==> config.mk <==
export PLATFORM = sky130hd
export DESIGN_NAME = cache_refill_ctrl
export DESIGN_NICKNAME = d
export VERILOG_FILES = /design/src/rtl/cache_refill_ctrl.sv
export SDC_FILE = /design/constraint.sdc
export NUM_CORES = 1
export LEC_CHECK = 0
export CAP_MARGIN = 10
export CORE_MARGIN = 2
export CORE_UTILIZATION = 36
export CTS_BUF_LIST = sky130_fd_sc_hd__clkbuf_4 sky130_fd_sc_hd__clkbuf_8
export CTS_CLUSTER_DIAMETER = 120
export CTS_CLUSTER_SIZE = 20
export DETAILED_ROUTE_END_ITERATION = 8
export GPL_ROUTABILITY_DRIVEN = 0
export MAX_ROUTING_LAYER = met4
export PLACE_DENSITY = 0.87
export SKIP_LAST_GASP = 1
export SLEW_MARGIN = 5
export SYNTH_ARGS = -nofsm -noshare
export SYNTH_HDL_FRONTEND = slang
export SYNTH_SLANG_ARGS = --single-unit
export TNS_END_PERCENT = 30
==> constraint.sdc <==
create_clock -name clk -period 2.22 [get_ports clk]
set_input_delay 0.444 -clock clk [delete_from_list [all_inputs] [get_ports clk]]
set_output_delay 0.444 -clock clk [all_outputs]
set_load 0.05 [all_outputs]
==> src/rtl/cache_refill_ctrl.sv <==
// cache_refill_ctrl
//   Controller between the CPU and a 32-line x 4-word cache array whose
//   entries are {valid, tag, data}. Reads hit from the array in zero added
//   cycles; read misses refill the whole line (words 0..3) from main memory
//   and then answer from the array. Writes are write-through with
//   no-write-allocate: a hit updates the array in the request cycle, and
//   every write is forwarded to memory.
//
// Ports
//   clk, reset       rising-edge clock, synchronous active-low reset
//   cpu_addr         word address {tag, index, offset}, stable while stall=1
//   cpu_rd_req       read request
//   cpu_wr_req       write request (wins over a simultaneous read)
//   cpu_wdata        write data
//   cpu_rdata        read data, valid with cpu_rd_req=1 and stall=0
//   stall            CPU must hold its request and address
//   cache_r_addrs    array read address {index, word}; valid/tag row select
//   cache_w_addrs    array data write address {index, word}
//   cache_we         array write enable (valid, tag and data together)
//   cache_wd         array write data {valid, tag, data}
//   cache_rd         array read data at cache_r_addrs (combinational)
//   mem_addr         main-memory word address
//   mem_rd_req       memory read request, held until mem_ready
//   mem_wr_req       memory write request, held until mem_ready
//   mem_wdata        memory write data
//   mem_rdata        memory read data, valid with mem_ready
//   mem_ready        one-cycle completion pulse per beat
module cache_refill_ctrl #(
  parameter int TAG_W = 3,
  parameter int IDX_W = 5,
  parameter int OFF_W = 2
) (
  input  logic                             clk,
  input  logic                             reset,
  input  logic [TAG_W+IDX_W+OFF_W-1:0]     cpu_addr,
  input  logic                             cpu_rd_req,
  input  logic                             cpu_wr_req,
  input  logic [31:0]                      cpu_wdata,
  output logic [31:0]                      cpu_rdata,
  output logic                             stall,
  output logic [IDX_W+OFF_W-1:0]           cache_r_addrs,
  output logic [IDX_W+OFF_W-1:0]           cache_w_addrs,
  output logic                             cache_we,
  output logic [TAG_W+32:0]                cache_wd,
  input  logic [TAG_W+32:0]                cache_rd,
  output logic [TAG_W+IDX_W+OFF_W-1:0]     mem_addr,
  output logic                             mem_rd_req,
  output logic                             mem_wr_req,
  output logic [31:0]                      mem_wdata,
  input  logic [31:0]                      mem_rdata,
  input  logic                             mem_ready
);

  localparam int ADDR_W  = TAG_W + IDX_W + OFF_W;
  localparam int LINE_W  = IDX_W + OFF_W;
  localparam int ENTRY_W = 1 + TAG_W + 32;

  typedef enum logic [1:0] {
    IDLE,
    WRITE_THRU,
    REFILL,
    RESPOND
  } state_t;

  state_t              state;
  logic [OFF_W-1:0]    cnt;
  logic [ADDR_W-1:0]   lat_addr;
  logic [31:0]         lat_data;
  logic                hit;

  assign hit = cache_rd[ENTRY_W-1] &
               (cache_rd[ENTRY_W-2 -: TAG_W] == cpu_addr[ADDR_W-1 -: TAG_W]);

  always_ff @(posedge clk) begin
    if (!reset) begin
      state    <= IDLE;
      cnt      <= '0;
      lat_addr <= '0;
      lat_data <= '0;
    end else begin
      unique case (state)
        IDLE: begin
          if (cpu_wr_req) begin
            lat_addr <= cpu_addr;
            lat_data <= cpu_wdata;
            state    <= WRITE_THRU;
          end else if (cpu_rd_req && !hit) begin
            lat_addr <= cpu_addr;
            cnt      <= '0;
            state    <= REFILL;
          end
        end
        WRITE_THRU: begin
          if (mem_ready) state <= IDLE;
        end
        REFILL: begin
          if (mem_ready) begin
            cnt <= cnt + 1'b1;
            if (cnt == '1) state <= RESPOND;
          end
        end
        RESPOND: begin
          state <= IDLE;
        end
      endcase
    end
  end

  // Outputs are decoded combinationally from state: hit data, the write-hit
  // array update and the write-through release all land in the same cycle
  // as the condition that causes them. Reset forces them low (except the
  // read address, which keeps tracking the CPU) so an in-flight memory
  // request is dropped immediately.
  always_comb begin
    cpu_rdata     = '0;
    stall         = 1'b0;
    cache_r_addrs = cpu_addr[LINE_W-1:0];
    cache_w_addrs = '0;
    cache_we      = 1'b0;
    cache_wd      = '0;
    mem_addr      = '0;
    mem_rd_req    = 1'b0;
    mem_wr_req    = 1'b0;
    mem_wdata     = '0;
    if (reset) begin
      unique case (state)
        IDLE: begin
          cache_w_addrs = cpu_addr[LINE_W-1:0];
          if (cpu_wr_req) begin
            stall = 1'b1;
            if (hit) begin
              cache_we = 1'b1;
              cache_wd = {1'b1, cpu_addr[ADDR_W-1 -: TAG_W], cpu_wdata};
            end
          end else if (cpu_rd_req) begin
            if (hit) cpu_rdata = cache_rd[31:0];
            else     stall     = 1'b1;
          end
        end
        WRITE_THRU: begin
          cache_w_addrs = cpu_addr[LINE_W-1:0];
          mem_wr_req    = 1'b1;
          mem_addr      = lat_addr;
          mem_wdata     = lat_data;
          stall         = !mem_ready;
        end
        REFILL: begin
          cache_r_addrs = {lat_addr[LINE_W-1:OFF_W], cnt};
          cache_w_addrs = {lat_addr[LINE_W-1:OFF_W], cnt};
          mem_rd_req    = 1'b1;
          mem_addr      = {lat_addr[ADDR_W-1:OFF_W], cnt};
          stall         = 1'b1;
          // Valid is set only by the final beat so a partial or aborted
          // refill never leaves a line that looks valid.
          if (mem_ready) begin
            cache_we = 1'b1;
            cache_wd = {(cnt == '1), lat_addr[ADDR_W-1 -: TAG_W], mem_rdata};
          end
        end
        RESPOND: begin
          cache_w_addrs = cpu_addr[LINE_W-1:0];
          cpu_rdata     = cache_rd[31:0];
        end
      endcase
    end
  end

endmodule

# [Word-level counts from Yosys, hierarchy flattened]
# Cells that the tools add are included.
[totals] wordCells=72 output_inout_bits=128 register_bits=46 inputBits=115
[op_classes] n_eq_ne=11 n_mux=44 bitwise=1 reduce_logical=11 addsub=1
[op_table] operator="2-to-1 mux 32 bit" count=6
[op_table] operator="2-to-1 mux 36 bit" count=4
[op_table] operator="case mux 36 bit (2 select lines)" count=1
[op_table] operator="case mux 32 bit (2 select lines)" count=1
[op_table] operator="2-to-1 mux 10 bit" count=3
[op_table] operator="2-to-1 mux 7 bit" count=3
[op_table] operator="case mux 10 bit (2 select lines)" count=1
[op_table] operator="2-to-1 mux 2 bit" count=8
[op_table] operator="case mux 7 bit (2 select lines)" count=1
[op_table] operator="2-to-1 mux 1 bit" count=12
[op_table] operator="inequality test 2 bit, second input constant" count=5
[op_table] operator="case mux 2 bit (4 select lines)" count=1
[op_table] operator="AND reduction 4 bit" count=2
[op_table] operator="== test 2 bit, second input constant" count=3
[op_table] operator="case mux 2 bit (2 select lines)" count=1
[op_table] operator="AND reduction 2 bit" count=2
[op_table] operator="nonzero test 2 bit" count=2
[op_table] operator="== test 3 bit" count=1
[op_table] operator="inequality test 3 bit, second input constant" count=1
[op_table] operator="case mux 1 bit (3 select lines)" count=1
[op_table] operator="OR reduction 3 bit" count=1
[op_table] operator="adder 2 x 1 -> 2 bit, second input constant" count=1
[op_table] operator="== test 2 x 1 -> 1 bit, second input constant" count=1
[op_table] operator="logical NOT 1 bit" count=2
[op_table] operator="4 further kinds" count=4

# [Depth between registers and ports, before layout]
# Gate-level depths: netlist of run 1.
[logic_depth] depth_word=7 mapped_depth=9 depth_no_buf=6

# [Worst setup path before layout of run 1]
# Ideal clock, no wire load.
[synth_timing] path_kind="register -> output" from="reg state[0]" to="out cpu_rdata[0]" path_slack_ns=-0.543 t_required_ns=1.776 path_buffers=1 arrival_ns=2.319 stages_incl_launch_ff=7 path_cell_list="dfxtp_1 inv_1 ha_1 buf_2 nor2b_1 a31oi_4 nor3b_1"
[synth_via] elab_chain_cells=3 elab_cells_between_ends=4 classes_between="eq/ne (1); mux (2); reduce/logical (1)"
[synth_rtl] item="start: declaration" line="65" rtl="state_t state;"
[synth_rtl] item="start signal: assignment" line="76" rtl="state <= IDLE;"
[synth_rtl] item="start signal: assignment" line="86" rtl="state <= WRITE_THRU;"
[synth_rtl] item="start signal: assignment" line="90" rtl="state <= REFILL;"
[synth_rtl] item="== test 2 bit or logical NOT 2 bit (tied branches)" line="126" rtl="unique case (state)"
[synth_rtl] item="case mux 32 bit (2 select lines) *" line="126"
[synth_rtl] item="2-to-1 mux 32 bit *" line="125" rtl="if (reset) begin"
[synth_rtl] item="end: declaration" line="39" rtl="output logic [31:0] cpu_rdata,"
# Mark *: on every way between the ends. The rest lies on a longest branch, timed or not.

# [Final worst setup path of run 1]
[layout_timing] from="reg state[1]" to="out mem_wdata[14]"
[layout_via] elab_chain_cells=3
[layout_rtl] item="== test 2 x 1 -> 1 bit" line="126"
[layout_rtl] item="2-to-1 mux 32 bit" line="126"
[layout_rtl] item="2-to-1 mux 32 bit" line="125"
[layout_rtl] item="end: declaration" line="49" rtl="output logic [31:0] mem_wdata,"
# Every way passes these cells.

==> metrics.md, run 1 <==
| Metric | Value |
|---|---|
| Detailed Place HPWL | `11800 µm` |
| Starting Density | `0.369` |
| Post-Syn Nets | `556` |
| Initial antenna violation count | `1` |
| Layout cell share with drive strength beyond 1 | `0.452` |
| Final slew viol count | `0` |
| Post-CTS Hold Fix Bufs | `0` |
| Final Util | `0.925` |
| Vias | `5067` |
| Met1 global-route usage | `0.426` |
| Overall Global Routing Usage | `0.403` |
| Largest net degree at the start of global routing | `29` |
| Die ar. | `0.0102 mm²` |
| ANT nets after route | `0` |
| Core ar. | `0.00915 mm²` |
| Pre-CTS setup slack | `-0.537 ns` |
| Required @ worst endpoint | `1.78 ns` |
| Final Hold Viols | `0` |
| Setup violations, final | `120` |
| Fill count | `295` |
| H-tree depth | `2` |
| GR Layer Usage met2 | `0.697` |
| Distinct cell type count after synthesis | `35` |
| Crit Path Category | `flop to primary output` |
| Slew @ Worst Pin | `0.383 ns` |
| CTS Buf Count | `5` |
| Status | `finished with violations` |
| CP Max Fanout | `23` |
| Seq/Total Area, Yosys | `0.273` |
| Die X | `101 µm` |
| Crit path time final | `2.42 ns` |
| Worst vdd ir | `496 µV` |
| Seq pwr share | `0.170` |
| Final Cycle Share | `1.09` |
| Post-Syn Area per Cell | `7.77 µm²` |
| Switching part of the total | `0.476` |
| Initial detailed-routing violation count | `417` |
| Static Leakage | `3.48 nW` |
| CTS sink cnt | `46` |
| Failing checks | `negative setup slack` |
| MaxCap Viol Count | `0` |
| Yosys warns | `0` |
| Reg2reg path depth | `9` |
| Post-synth EDFFs | `0` |
| Final Worst Setup Slack | `-0.204 ns` |
| Clock buffer depth | `2` |
| RSZ-0062 raised after global routing | `true` |
| Drt total wl | `22200 µm` |
| Seq cells post-synth | `46` |
| Hold Crit Start | `lat_data[5]` |
| GR Util met3 | `0.0881` |
| Psw | `3.09 mW` |
| CTS clk-pin slew, worst paths | `0.09 ns` |
| F_max | `413 MHz` |
| Worst hold path depth | `2` |
| Hold endpoint | `lat_data[5]` |
| Clock Latency Late Sink | `0.31 ns` |
| Layout Skew | `0.00984 ns` |
| Root buf cell | `clkbuf_8` |
| Internal Dissipation | `3.41 mW` |
| Post-Syn Area | `0.00338 mm²` |
| Worst slew margin | `0.742` |
| Busiest grt layer | `met2` |
| TritonCTS clock tree | `yes` |
| Area grow syn2layout | `151%` |
| Vias in the first global route | `5248` |
| Class of the worst hold path | `flop to flop` |
| Num ports | `243` |
| Die Height | `101 µm` |
| First-pass GRT wire length | `30400 µm` |
| Drt drc | `0` |
| Wirelength per Cell | `27.0 µm` |
| Port-buffer cells | `242` |
| Async SR Flop Fraction | `0` |
| Post-Synthesis Cells | `435` |
| Final #Nets | `832` |
| Router iterations before antenna repair | `5` |
| Power density over cell area | `768 mW/mm²` |
| Clock network power share | `0.092` |
| Worst setup SP type | `flop` |
| Setup crit end kind | `primary output` |
| R2R Setup Slk | `0.08 ns` |
| R2r startpoint | `state[0]` |
| Arrival @ worst endpoint | `1.98 ns` |
| Combinational group share of total power | `0.738` |
| Post-synth top flop | `dfxtp_1` |
| Gr ovfl total | `0` |
| Row cnt | `35` |
| R2r endpoint | `state[0]` |
| Vias per Instance | `6.15` |
## through the flow
step | TNS, ns | cell area, µm² | hold WS, ns | cells | total power, mW
after CTS | -7.86 | 8360 | 0.454 | 824 | 6.09
after floorplan | -9.57 | 3450 | 0.432 | 435 | 2.94
after detailed placement | -32.54 | 7480 | 0.442 | 786 | 4.52
after global placement | -25.98 | 7480 | 0.437 | 786 | 4.39
after global routing | -20.21 | 8470 | 0.501 | 824 | 6.67
final | -15.44 | 8470 | 0.456 | 824 | 6.50
## power by group through the flow
stage               Clock (mW)  Combinational (mW)  Sequential, mW
global placement             0                3.33            1.06
global route             0.627                4.93            1.12
finish                   0.597                4.80            1.11
detailed placement           0                3.44            1.08
CTS                      0.585                4.44            1.07
floorplan                    0                1.88            1.06
## synthesized netlist by cell type, drive strengths merged, types with 7 or more instances
cell type	count	area, µm²
dfxtp	46	921
and2	12	75.1
nor2	54	203
mux2	7	78.8
a21oi	40	200
and3	32	200
clkbuf	30	113
a32oi	35	307
nand2	77	289
buf	15	115
nor3b	32	390
mux2i	17	170
## layout by cell type, fill, tap and decap left out, types with 25 or more instances in the layout
| cell type | instances |
|---|---|
| a21oi_1 | 40 |
| and3_1 | 32 |
| buf_12 | 138 |
| a32oi_1 | 25 |
| nor3b_4 | 32 |
| dfxtp_1 | 44 |
| nor2_2 | 29 |
| buf_4 | 47 |
| clkdlybuf4s50_1 | 104 |
| nand2_1 | 77 |
## logic make-up after synthesis
logic type / count (synthesis) / share of synthesized area
XOR/XNOR: 3 / 0.00778
adder cells (fa/ha/maj): 6 / 0.0222
buffers and inverters: 51 / 0.0741
AO/OA/AOI/OAI: 85 / 0.181
AND/OR/NAND/NOR: 220 / 0.369
multiplexers: 24 / 0.0737
flip-flops: 46 / 0.273
## worst max-delay path, stage by stage (launching register included)
cell and delay (ns):
dfxtp_4 0.37, inv_2 0.08, buf_4 0.12, ha_1 0.32, buf_4 0.33, and3_1 0.29, buf_12 0.16
## metal layers
metal  up-vias  part of all wire
li1       2095                 -
met1      2426              0.33
met2       407              0.51
met3       139             0.088
met4         0             0.078
met5         -                 0
## state kept, by name, summed over array words and instances, names as in the netlist
register and count:
lat_data 32, lat_addr 10, cnt 2, state 2
## worst max-delay path by stage
| stage | endpoint | from | cells past startpoint |
|---|---|---|---|
| after floorplan | cpu_rdata[10] | state[0] | 7 |
| after global placement | cpu_rdata[1] | cpu_addr[8] | 7 |
| after detailed placement | cpu_rdata[1] | cpu_addr[8] | 7 |
| after CTS | cpu_rdata[1] | state[0] | 8 |
| after global routing | cache_wd[17] | state[0] | 10 |
| final | mem_wdata[14] | state[1] | 6 |
## area by class of cell
class	count	area (µm²)	share of cell area
multi-input cells	338	2750	0.325
flip-flops and latches	46	928	0.110
well taps	111	139	0.0164
clock inverters	1	8.76	0.00103
diodes	1	2.50	0.000295
repair buffers	314	4520	0.534
inverters	6	25.0	0.00295
clock buffers	7	90.1	0.0106
## timing repair
action | in CTS | in global routing
setup buffers | 21 | 3
gates resized for setup | 100 | 43
pin swaps | 20 | 14
gates cloned | 10 | 1
setup endpoints to repair | 100 | 120
Power figures use the tool's default switching activity.
==> inputs of run 2 (changes only) <==
--- a/config.mk
+++ b/config.mk
@@ -16,7 +16,7 @@
 export MAX_ROUTING_LAYER = met4
 export PLACE_DENSITY = 0.87
 export SKIP_LAST_GASP = 1
-export SLEW_MARGIN = 5
+export SLEW_MARGIN = 30
 export SYNTH_ARGS = -nofsm -noshare
 export SYNTH_HDL_FRONTEND = slang
 export SYNTH_SLANG_ARGS = --single-unit
==> results of run 2 <==
The final DEF is identical to that of run 1; final timing and power are the same.
==> inputs of run 3 (changes only) <==
--- a/config.mk
+++ b/config.mk
@@ -6,7 +6,7 @@
 export NUM_CORES = 1
 export LEC_CHECK = 0
 export CAP_MARGIN = 10
-export CORE_MARGIN = 2
+export CORE_MARGIN = 4
 export CORE_UTILIZATION = 36
 export CTS_BUF_LIST = sky130_fd_sc_hd__clkbuf_4 sky130_fd_sc_hd__clkbuf_8
 export CTS_CLUSTER_DIAMETER = 120
==> run 3 against run 2 <==
Effect of this change: register-to-register slack improved by 0.32 ns; design area fell by 2.2%; sequential power barely moved; routed wire length fell by 8.3%; combinational power fell by 12%; the run still ends with negative setup slack left; fmax fell by 0.95%.
==> metrics.md, run 3 (synthesis gave the netlist of run 1 again) <==
| Metric | Value |
|---|---|
| Layout Skew | `0.00668 ns (-0.00316 ns)` |
| Starting Density | `0.367 (-0.00176)` |
| Layout cell share with drive strength beyond 1 | `0.413 (-0.0392)` |
| Bufs and invs on worst path | `5 (+1)` |
| Setup crit start | `cpu_addr[8]` |
| Die Height | `105 µm (+4.0%)` |
| F_max | `409 MHz (-0.95%)` |
| Vias per Instance | `5.89 (-4.3%)` |
| Most frequent cells in the layout | `buf_12, clkdlybuf4s50_1, nand2_1, dfxtp_1, buf_4` |
| Worst slew margin | `0.755 (+0.0127)` |
| Power density over cell area | `724 mW/mm² (-5.7%)` |
| MaxCap Viol Count | `0 (unchanged)` |
| Final Cycle Share | `1.10 (+0.0105)` |
| Wirelength per Cell | `24.9 µm (-7.6%)` |
| Slowest cell on crit path | `and4_4` |
| Num ports | `243 (unchanged)` |
| Post-CTS Hold Fix Bufs | `0 (unchanged)` |
| Vias | `4816 (-5.0%)` |
| Most common cell on crit path | `buf_12` |
| Initial detailed-routing violation count | `443 (+6.2%)` |
| Arrival @ worst endpoint | `2.00 ns (+0.02 ns)` |
| Setup crit end kind | `primary output` |
| Required @ worst endpoint | `1.78 ns (about the same)` |
| Drt drc | `0 (unchanged)` |
| CTS clk-pin slew, worst paths | `0.10 ns (about the same)` |
| Clock buffer depth | `2 (unchanged)` |
| Gr ovfl total | `0 (unchanged)` |
| Die ar. | `0.0110 mm² (+8.1%)` |
| Reg2reg path depth | `8 (-1)` |
| R2r startpoint | `state[0]` |
| Failing checks | `negative setup slack` |
| Die X | `105 µm (+4.0%)` |
| RSZ-0062 raised after global routing | `true` |
| Router iterations before antenna repair | `5 (unchanged)` |
| Detailed Place HPWL | `12600 µm (+7.4%)` |
| Crit Path Category | `primary input to primary output` |
| Final #Nets | `827 (-0.60%)` |
| Crit path time final | `2.45 ns (+0.0232 ns)` |
| CTS sink cnt | `46 (unchanged)` |
| Switching part of the total | `0.468 (-0.00807)` |
| First-pass GRT wire length | `29900 µm (-1.7%)` |
| Clock network power share | `0.115 (+0.023)` |
| Overall Global Routing Usage | `0.355 (-0.0488)` |
| Port-buffer cells | `242 (unchanged)` |
| TritonCTS clock tree | `yes` |
| Worst setup SP type | `primary input` |
| Slew @ Worst Pin | `0.368 ns (-0.0151 ns)` |
| Setup TNS | `-14.08 ns (+1.36 ns)` |
| Antenna cell count | `0 (-1)` |
| Status | `finished with violations` |
| Seq pwr share | `0.183 (+0.013)` |
| Internal Dissipation | `3.19 mW (-6.4%)` |
| End point of the critical path | `cpu_rdata[2]` |
| Critical path's top delay family | `buffers and inverters` |
| Clock Latency Late Sink | `0.31 ns (about the same)` |
| Row cnt | `35 (unchanged)` |
| R2r endpoint | `lat_addr[9]` |
| Largest regs | `lat_data x32, lat_addr x10` |
| Class of the worst hold path | `flop to flop` |
| Drt total wl | `20400 µm (-8.3%)` |
| CTS Buf Count | `5 (unchanged)` |
| CP Max Fanout | `5 (-78%)` |
| ANT nets after route | `0 (unchanged)` |
| Total power | `5.99 mW (-7.8%)` |
| Commonest non-fill, non-tap cell in the layout | `buf_12` |
| Area grow syn2layout | `145%` |
| Vias in the first global route | `5059 (-3.6%)` |
| Final Hold Viols | `0 (unchanged)` |
| Final Worst Setup Slack | `-0.227 ns (-0.0232 ns)` |
| Critical path depth in cells | `9 (+3)` |
| Core ar. | `0.00920 mm² (+0.48%)` |
| Initial antenna violation count | `0 (-1)` |
| R2R Setup Slk | `0.40 ns (+0.32 ns)` |
| Largest Register | `lat_data` |
| Combinational group share of total power | `0.703 (-0.035)` |
| Setup violations, final | `126 (+5.0%)` |
| Root buf cell | `clkbuf_8` |
| Number of flip-flops in the largest register | `32 (unchanged)` |
| Final Util | `0.900 (-0.0250)` |
| Largest stage delay, worst path | `0.26 ns (-0.11 ns)` |
| Static Leakage | `3.43 nW (-1.6%)` |
| Psw | `2.80 mW (-9.4%)` |
| Worst vdd ir | `526 µV (+6.0%)` |
| CP Cell Sequence | `buf_4 -> xnor2_4 -> and4_4 -> buf_12 -> a31oi_4 -> buf_12 -> buf_16 -> nor3b_4 -> buf_12` |
| Final slew viol count | `0 (unchanged)` |
| H-tree depth | `2 (unchanged)` |
| Largest net degree at the start of global routing | `33 (+14%)` |
## run 3: cell count changes in the layout (fill, tap and decap cells not counted), sizes merged, moves of 2 or more
cell / previous run / this run
bufbuf: 2 / 0
clkbuf: 8 / 5
dlygate4sd2: 4 / 2
clkdlybuf4s50: 104 / 106
buf: 203 / 201
## run 3: tightest hold or removal path, delay by kind of cell (launching register included)
| family | cells | cell delay, ns |
|---|---|---|
| DFF | 1 | 0.32 |
| and+or+nand+nor | 1 | 0.05 |
| AOI/OAI and AO/OA | 1 | 0.05 |
## run 3: through the flow
step / hold WS (ns) / setup WS [ns] / cells / instance area [µm²]
after global routing: 0.481 / -0.275 / 818 / 8280
after detailed placement: 0.444 / -0.504 / 784 / 7470
after floorplan: 0.432 / -0.210 / 435 / 3450
after CTS: 0.457 / -0.149 / 812 / 8220
after global placement: 0.438 / -0.366 / 784 / 7470
final: 0.463 / -0.227 / 818 / 8280
## run 3: what timing repair did
action	in CTS	in global routing
setup endpoints to repair	92	127
buffers inserted	12	8
cloned	8	1
pin swaps	34	16
resized for setup	96	16
## run 3: worst min-delay path by stage
stage                       from            to  slack (ns)  cells after the start
finish              lat_data[24]  lat_data[24]        0.46                      2
global route        lat_data[23]  lat_data[23]        0.48                      2
CTS                 lat_data[24]  lat_data[24]        0.46                      2
detailed placement  lat_data[28]  lat_data[28]        0.44                      2
global placement     lat_data[1]   lat_data[1]        0.44                      2
floorplan            lat_data[0]   lat_data[0]        0.43                      2
## run 3: final cells by class
| class | count | area, µm² |
|---|---|---|
| Timing Repair Buffer | 309 | 4480 |
| Clock buffer | 5 | 68.8 |
| Sequential cell | 46 | 926 |
| Inverter | 6 | 25.0 |
| Clock inverter | 3 | 48.8 |
| Tap cell | 111 | 139 |
| Multi-Input combinational cell | 338 | 2590 |
| Fill cell | 373 | 916 |
## run 3: power groups by stage
stage	logic, mW	clock network, mW	registers [mW]
2_1_floorplan	1.88	0	1.06
3_3_place_gp	3.32	0	1.07
3_5_place_dp	3.44	0	1.09
4_1_cts	4.00	0.685	1.07
5_1_grt	4.37	0.715	1.10
6_report	4.21	0.687	1.09
## run 3: metal layers
layer	wire (µm)	GRT usage	vias up
li1	-	-	2082
met1	6750	0.365	2292
met2	10900	0.656	345
met3	1480	0.0624	97
met4	1220	0.157	0
met5	0	-	-
==> RTL change: new RTL, flow settings as in run 3 <==
Make the reset (`reset`) asynchronous in one clocked block. Comments in the files are not updated.
--- a/src/rtl/cache_refill_ctrl.sv
+++ b/src/rtl/cache_refill_ctrl.sv
@@ -71,7 +71,7 @@
   assign hit = cache_rd[ENTRY_W-1] &
                (cache_rd[ENTRY_W-2 -: TAG_W] == cpu_addr[ADDR_W-1 -: TAG_W]);
 
-  always_ff @(posedge clk) begin
+  always_ff @(posedge clk or negedge reset) begin
     if (!reset) begin
       state    <= IDLE;
       cnt      <= '0;
Function: same outputs for any inputs over 4 cycles, from zero or initial values and one cycle with reset low; that may be too few to reach the edited logic, so the function may still have changed.
==> RTL change against run 3 <==
- the flow now stops in 5_1_grt
- synthesized area down 1.6%
==> RTL change: results (changes against run 3) <==
STA
  • Worst setup endpoint GRT: cache_we
  • Worst ep type: top-level output

CTS
  • Clk buf depth: 2 (unchanged)
  • CTS buffer count: 5 (unchanged)
  • Number of H-tree levels: 2 (unchanged)
  • Clock Sinks: 46 (unchanged)
  • CTS root buffer: clkbuf_8 (unchanged)

Synthesis
  • Synth cell types: 35 (unchanged)
  • Commonest cells post-synth: and3_1 (64), mux2_2 (49), dfrtp_1 (46), nor2_1 (41), a32oi_1 (35) (was nand2_1 (77), nor2_1 (54), dfxtp_1 (46), a21oi_1 (40), a32oi_1 (35))
  • Xor/xnor cell area share of the yosys netlist: 0.791% (was 0.778%)
  • Top post-synthesis cells by area: dfrtp_1 (35%), mux2_2 (17%), and3_1 (12%) (was dfxtp_1 (27%), nor3b_2 (11%), a32oi_1 (9.1%))
  • Mux contribution to synthesized area: 18.4% (was 7.37%)
  • Seq/Total Area, Yosys: 34.6% (was 27.3%)
  • Synth Net Count: 474 (was 556)
  • Post-synthesis compound-gate area fraction: 14.2% (was 18.1%)
  • Async S/R FF share, synth: 100% (was 0%)
  • Post-Synth Adder-Cell Area: 2.26% (was 2.22%)
  • Ys Warns: 0 (unchanged)

Placed design
  • Port bufs: 242 (unchanged)
  • DP HPWL: 11700 um (was 12600 um)

Outcome
  • First Err: [ERROR GRT-0232] Routing congestion too high. Check the congestion heatmap in the GUI.
  • Status: stopped before the end (was finished with violations)
  • Stop stage: 5_1_grt

GRT
  • Largest net degree at the start of global routing: 40
  • Initial antenna violation count: 3
  • Total track usage: 89.2%
  • Total grt overflow: 333
RTL change: logic make-up after synthesis:
group,Yosys count
compound gates,57
fa+ha+maj,6
buf+inv,44
mux,55
xor+xnor,3
simple gates,142
flops,46
RTL change: layer usage:
metal / global-route usage [%] / GRT overflow
met5: - / -
met4: 91.7 / 116
met3: 73.1 / 1
met2: 105 / 216
met1: 85.5 / 0
RTL change: what timing repair did:
action | in CTS
resized for setup | 94
endpoints found under the setup margin | 102
pin swaps | 18
cloned | 9
setup buffers | 16
RTL change: per-stage QoR:
stage	TNS (ns)	util [%]	std cells	cell area (um^2)	setup WS, ns
CTS	-3.21	93.8	728	8300	-0.0797
global placement	-24.02	84.8	695	7500	-0.358
detailed placement	-29.68	84.8	695	7500	-0.445
floorplan	-2.24	-	353	3580	-0.173
